<file path="config.mk">
export PLATFORM = sky130hd
export DESIGN_NAME = aes_key_expander
export DESIGN_NICKNAME = d
export VERILOG_FILES = /design/src/rtl/aes_key_expander.sv
export SDC_FILE = /design/constraint.sdc
export NUM_CORES = 2
export LEC_CHECK = 0
export BUFFER_PORTS_ARGS = -buffer_cell sky130_fd_sc_hd__buf_2
export CELL_PAD_IN_SITES_DETAIL_PLACEMENT = 1
export CELL_PAD_IN_SITES_GLOBAL_PLACEMENT = 2
export CORE_MARGIN = 1.5
export CORE_UTILIZATION = 34
export DETAILED_ROUTE_END_ITERATION = 10
export PLACE_DENSITY = 0.76
export SETUP_SLACK_MARGIN = 0.3
export SYNTH_ARGS = -nofsm -noshare
export SYNTH_HDL_FRONTEND = slang
export SYNTH_SLANG_ARGS = --single-unit
</file>
<file path="constraint.sdc">
create_clock -name aes_clk -period 6.9 [get_ports aes_clk]
set_clock_uncertainty 0.15 [all_clocks]
set_input_delay 0.345 -clock aes_clk [delete_from_list [all_inputs] [get_ports aes_clk]]
set_output_delay 0.345 -clock aes_clk [all_outputs]
set_load 0.01 [all_outputs]
</file>
<file path="src/rtl/aes_key_expander.sv">
// aes_key_expander: AES-128 key schedule into an 11-entry key store, served by round index
module aes_key_expander #(
  parameter int NO_ROWS   = 4,
  parameter int NO_COLS   = 4,
  parameter int NO_ROUNDS = 10
) (
  input  logic                                 aes_clk,
  input  logic                                 resetn,
  input  logic                                 key_exp_en,
  input  logic                                 key_load_i,
  input  logic [NO_ROWS-1:0][NO_COLS-1:0][7:0] cipher_key_i,
  input  logic                                 key_req_i,
  input  logic [3:0]                           key_sel_i,
  output logic                                 key_vld_o,
  output logic [NO_ROWS-1:0][NO_COLS-1:0][7:0] round_key_o,
  output logic                                 key_exp_busy_o,
  output logic                                 key_exp_done_o,
  output logic                                 key_sel_err_o
);
  typedef logic [NO_ROWS-1:0][NO_COLS-1:0][7:0] key_t;
  typedef enum logic [1:0] {IDLE, EXPAND, READY} state_t;

  localparam logic [0:255][7:0] SBOX = {
    128'h637c777bf26b6fc53001672bfed7ab76, 128'hca82c97dfa5947f0add4a2af9ca472c0,
    128'hb7fd9326363ff7cc34a5e5f171d83115, 128'h04c723c31896059a071280e2eb27b275,
    128'h09832c1a1b6e5aa0523bd6b329e32f84, 128'h53d100ed20fcb15b6acbbe394a4c58cf,
    128'hd0efaafb434d338545f9027f503c9fa8, 128'h51a3408f929d38f5bcb6da2110fff3d2,
    128'hcd0c13ec5f974417c4a77e3d645d1973, 128'h60814fdc222a908846eeb814de5e0bdb,
    128'he0323a0a4906245cc2d3ac629195e479, 128'he7c8376d8dd54ea96c56f4ea657aae08,
    128'hba78252e1ca6b4c6e8dd741f4bbd8b8a, 128'h703eb5664803f60e613557b986c11d9e,
    128'he1f8981169d98e949b1e87e9ce5528df, 128'h8ca1890dbfe6426841992d0fb054bb16
  };

  // Rcon indexed directly by the round counter; unused slots are zero
  localparam logic [0:15][7:0] RCON = {
    8'h00, 8'h01, 8'h02, 8'h04, 8'h08, 8'h10, 8'h20, 8'h40,
    8'h80, 8'h1b, 8'h36, 8'h00, 8'h00, 8'h00, 8'h00, 8'h00
  };

  // One AES-128 schedule step: t = SubWord(RotWord(w3)) ^ Rcon, then chained column XORs
  function automatic key_t next_key(key_t k, logic [7:0] rc);
    logic [NO_ROWS-1:0][7:0] t;
    key_t n;
    for (int r = 0; r < NO_ROWS; r++) t[r] = SBOX[k[(r + 1) % NO_ROWS][NO_COLS-1]];
    t[0] = t[0] ^ rc;
    for (int r = 0; r < NO_ROWS; r++) begin
      n[r][0] = k[r][0] ^ t[r];
      for (int c = 1; c < NO_COLS; c++) n[r][c] = k[r][c] ^ n[r][c-1];
    end
    return n;
  endfunction

  state_t                   state;
  logic [3:0]               cnt;
  logic [NO_ROUNDS:0][NO_ROWS-1:0][NO_COLS-1:0][7:0] store;
  key_t                     nxt;
  logic                     sel_ok;

  // Next round key derived from the previously written store entry
  always_comb begin
    nxt    = next_key(store[cnt - 4'd1], RCON[cnt]);
    sel_ok = key_sel_i <= 4'(NO_ROUNDS);
  end

  // Control FSM, key store and registered handshake outputs
  always_ff @(posedge aes_clk or negedge resetn) begin
    if (!resetn) begin
      state          <= IDLE;
      cnt            <= '0;
      store          <= '0;
      round_key_o    <= '0;
      key_vld_o      <= 1'b0;
      key_exp_busy_o <= 1'b0;
      key_exp_done_o <= 1'b0;
      key_sel_err_o  <= 1'b0;
    end else begin
      key_vld_o     <= 1'b0;
      key_sel_err_o <= 1'b0;
      if (!key_exp_en) begin
        state          <= IDLE;
        key_exp_busy_o <= 1'b0;
        key_exp_done_o <= 1'b0;
      end else if (key_load_i) begin
        store[0]       <= cipher_key_i;
        cnt            <= 4'd1;
        state          <= EXPAND;
        key_exp_busy_o <= 1'b1;
        key_exp_done_o <= 1'b0;
      end else begin
        case (state)
          EXPAND: begin
            store[cnt] <= nxt;
            cnt        <= cnt + 4'd1;
            if (cnt == 4'(NO_ROUNDS)) begin
              state          <= READY;
              key_exp_busy_o <= 1'b0;
              key_exp_done_o <= 1'b1;
            end
          end
          READY: begin
            key_vld_o     <= key_req_i & sel_ok;
            key_sel_err_o <= key_req_i & ~sel_ok;
            if (key_req_i && sel_ok) round_key_o <= store[key_sel_i];
          end
          default: ;
        endcase
      end
    end
  end
endmodule

</file>
==> results.py <==
metrics = {
    "setup_path": {
        "max_stage_delay_ps": 580,
        "cp.required_ps": 7460,
        "regToRegEndpoint": "store[473]",
        "reg2reg_slack_ps": 150,
        "ff2ff_path_depth": 21,
        "crit_arrival_ps": 7310,
        "crit_type": "reg -> reg",
        "crit_chain": "inv_1, buf_4, ha_4, nor2b_4, buf_4, a222oi_1, o31ai_4, buf_4, ha_2, nand2_1, buf_4, and3_1, o311ai_0, a21oi_1, a311oi_4, buf_4, xor2_2, buf_4, xnor2_1, buf_4, o21ai_0",
        "r2r_start": "cnt[0]",
        "slowest_stage": "o311ai_0",
        "critPathMostFrequentCell": "buf_4",
        "cp-start-kind": "flop",
        "crit_family": "compound AO/OA/AOI/OAI gates",
        "path_buf_inv": 8,
        "end_kind": "flop",
        "cp.depth": 21,
        "crit_fanout": 18,
    },
    "layout": {
        "nets": 10220,
        "drive_above_1_share": 0.2030,
        "layout_common_cells": "nand2_1, dfrtp_1, o21ai_0, nor2_1, a21oi_1",
        "fillers": 31010,
        "area_delta_synth_final_pct": 14.92,
        "final_common_cell": "nand2_1",
        "final_util": 0.3924,
    },
    "sta": {
        "grt_setup_unrepaired": "yes",
        "fin_crit_sh": 0.9777,
        "worstMarginPinSlew_ps": 1228,
        "setup_violations": 0,
        "timing.final.ws_setup_ps": 154.1,
        "fmax_ghz": 0.1482,
        "relSlewSlack": 0.1812,
        "period_minus_slack_ps": 6746,
        "slew_violations": 0,
        "hold_viol": 5,
        "holdWs_ps": -4.151,
    },
    "placement": {
        "pre_cts_ws_ps": -239.3,
        "io_buffers": 268,
        "gp_congestion": 0.9846,
        "hpwl_um": 287300,
    },
    "synth": {
        "yosys_warnings": 0,
        "synth_seq_cells": 1544,
        "synth_top_area_share": 0.4096,
        "async_flop_share": 1.000,
        "syn_nets": 10190,
        "synth_edf_count": 0,
        "ys_types": 116,
        "synth_area_leader_cell": "dfrtp_1",
        "ys_seq_area_frac": 0.4096,
        "syn_avg_cell_area_um2": 9.445,
        "netlist_area_um2": 94320,
        "synth_ff_type": "dfrtp_1",
        "syn-instance-count": 9986,
        "synth_area_leaders": "dfrtp_1, mux4_2, o21ai_0, nand2_1, a21oi_1",
    },
    "routing": {
        "final_antenna_net_count": 0,
        "dr.pass1.iters": 6,
        "drc_errors": 0,
        "vias": 86160,
        "via_per_inst": 6.209,
        "drt_iter0_drc": 7741,
        "routed_wl_um": 444200,
        "wire_per_inst_um": 32.01,
    },
    "floorplanning": {
        "die_h_um": 529.7,
        "initial_core_util": 0.3414,
        "core_region_area_um2": 276300,
        "die-area_um2": 280600,
        "fp.dieW_um": 529.7,
        "pin_count": 269,
        "rows": 193,
    },
    "global_routing": {
        "grt_pass1_wl_um": 648400,
        "grt_util_met3": 0.04697,
        "grt_pass1_vias": 89600,
        "grt_max_degree": 179,
        "met2_usage": 0.4978,
        "grt_antenna_before_repair": 15,
        "top_usage_layer": "met2",
        "grt_usage": 0.3112,
        "grt.overflow.total": 0,
        "grtUsageMet1": 0.4187,
    },
    "outcome": {
        "status": "finished, violations left",
        "violations": "negative hold slack",
    },
    "clock_network": {
        "cts_made_buffers": 188,
        "clock_latency_ps": 910,
        "root_buffer": "clkbuf_16",
        "htreeDepth": 4,
        "clockBufferDepth": 4,
        "cts_sinks": 1544,
        "clk_pin_slew_ps": 70,
        "cts_tree": "yes",
    },
    "hold_path": {
        "hold_class": "in -> async",
    },
    "flow_run": {
        "maxCapViolCount": 0,
    },
}
==> worst max-delay path by stage <==
stage	endpoint	from	slack, ps
floorplan	store[113]	cnt[0]	1230
global placement	store[410]	cnt[0]	-310
detailed placement	store[410]	cnt[0]	-240
CTS	store[10]	cnt[0]	150
global route	store[10]	cnt[0]	230
finish	store[473]	cnt[0]	150
==> state kept, by name, summed over array words and instances, names as in the netlist <==
| name | count |
|---|---|
| store | 1408 |
| round_key_o | 128 |
| cnt | 4 |
| key_exp_done_o | 1 |
| key_sel_err_o | 1 |
| key_vld_o | 1 |
| state | 1 |
==> routing by layer <==
metal  up-vias  part of all wire
li1      36510                 -
met1     45370              0.43
met2      3424              0.47
met3       861             0.061
met4         4             0.046
met5         -          0.000052
==> synthesized netlist by cell type, types with 29 or more instances <==
cell       count
nand2_1     1605
dfrtp_1     1544
o21ai_0     1402
nor2_1       702
a21oi_1      689
clkbuf_1     669
mux4_2       500
mux2_2       279
mux2i_1      273
nand3_1      211
buf_2        197
a211oi_1     156
o211ai_1     131
nor3_1       121
o21ai_1      117
xnor2_1      103
a31oi_1       91
o22ai_1       81
a221oi_1      76
buf_4         71
buf_1         68
ha_1          62
a311oi_1      49
buf_6         48
xor2_1        46
o21a_1        45
o311ai_0      38
inv_1         37
o2111ai_1     31
o31ai_1       31
and3_1        29
==> cell type report <==
class / count / area [um2] / share of cell area
diodes: 4 / 10.01 / 0.00009235
clock buffers: 278 / 5565 / 0.05135
clock inverters: 59 / 842.1 / 0.007769
inverters: 47 / 187.7 / 0.001732
multi-input cells: 7330 / 51310 / 0.4734
flip-flops and latches: 1544 / 38640 / 0.3565
well taps: 3705 / 4636 / 0.04277
repair buffers: 910 / 7194 / 0.06638
==> cells by family after synthesis <==
kind of cell / after synthesis / synth area share
buffers and inverters: 1112 / 0.05497
DFF: 1544 / 0.4096
xor gates and xnor gates: 178 / 0.01896
adders and majority gates: 62 / 0.008224
muxes: 1053 / 0.1818
and+or+nand+nor: 2827 / 0.1237
AOI/OAI and AO/OA: 3210 / 0.2027
==> repair_timing <==
action	4_1_cts	5_1_grt
pin swaps	0	4
hold buffers	141	0
buffers inserted	0	3
gates resized for setup	20	59
endpoints found under the setup margin	245	553
hold endpoints to repair	330	0
==> worst reg2reg max path: cells and delay by family (launching register included) <==
kind                     cells  cell delay (ps)
AO/OA/AOI/OAI                6             2050
buffers and inverters        8             1910
adder cells (fa/ha/maj)      2              740
AND/OR/NAND/NOR              3              700
flip-flops                   1              570
XOR/XNOR                     2              460
==> stage by stage <==
stage	TNS [ps]	area (um2)	instances
floorplan	0	94320	9986
global placement	-4766	100000	13390
finish	0	108400	13880
global route	0	108400	13870
detailed placement	-3149	100000	13390
CTS	0	108000	13870
Power is left out: the tool's default activity adds up to more than one toggle a clock period on the data nets, which glitch-free logic cannot reach.
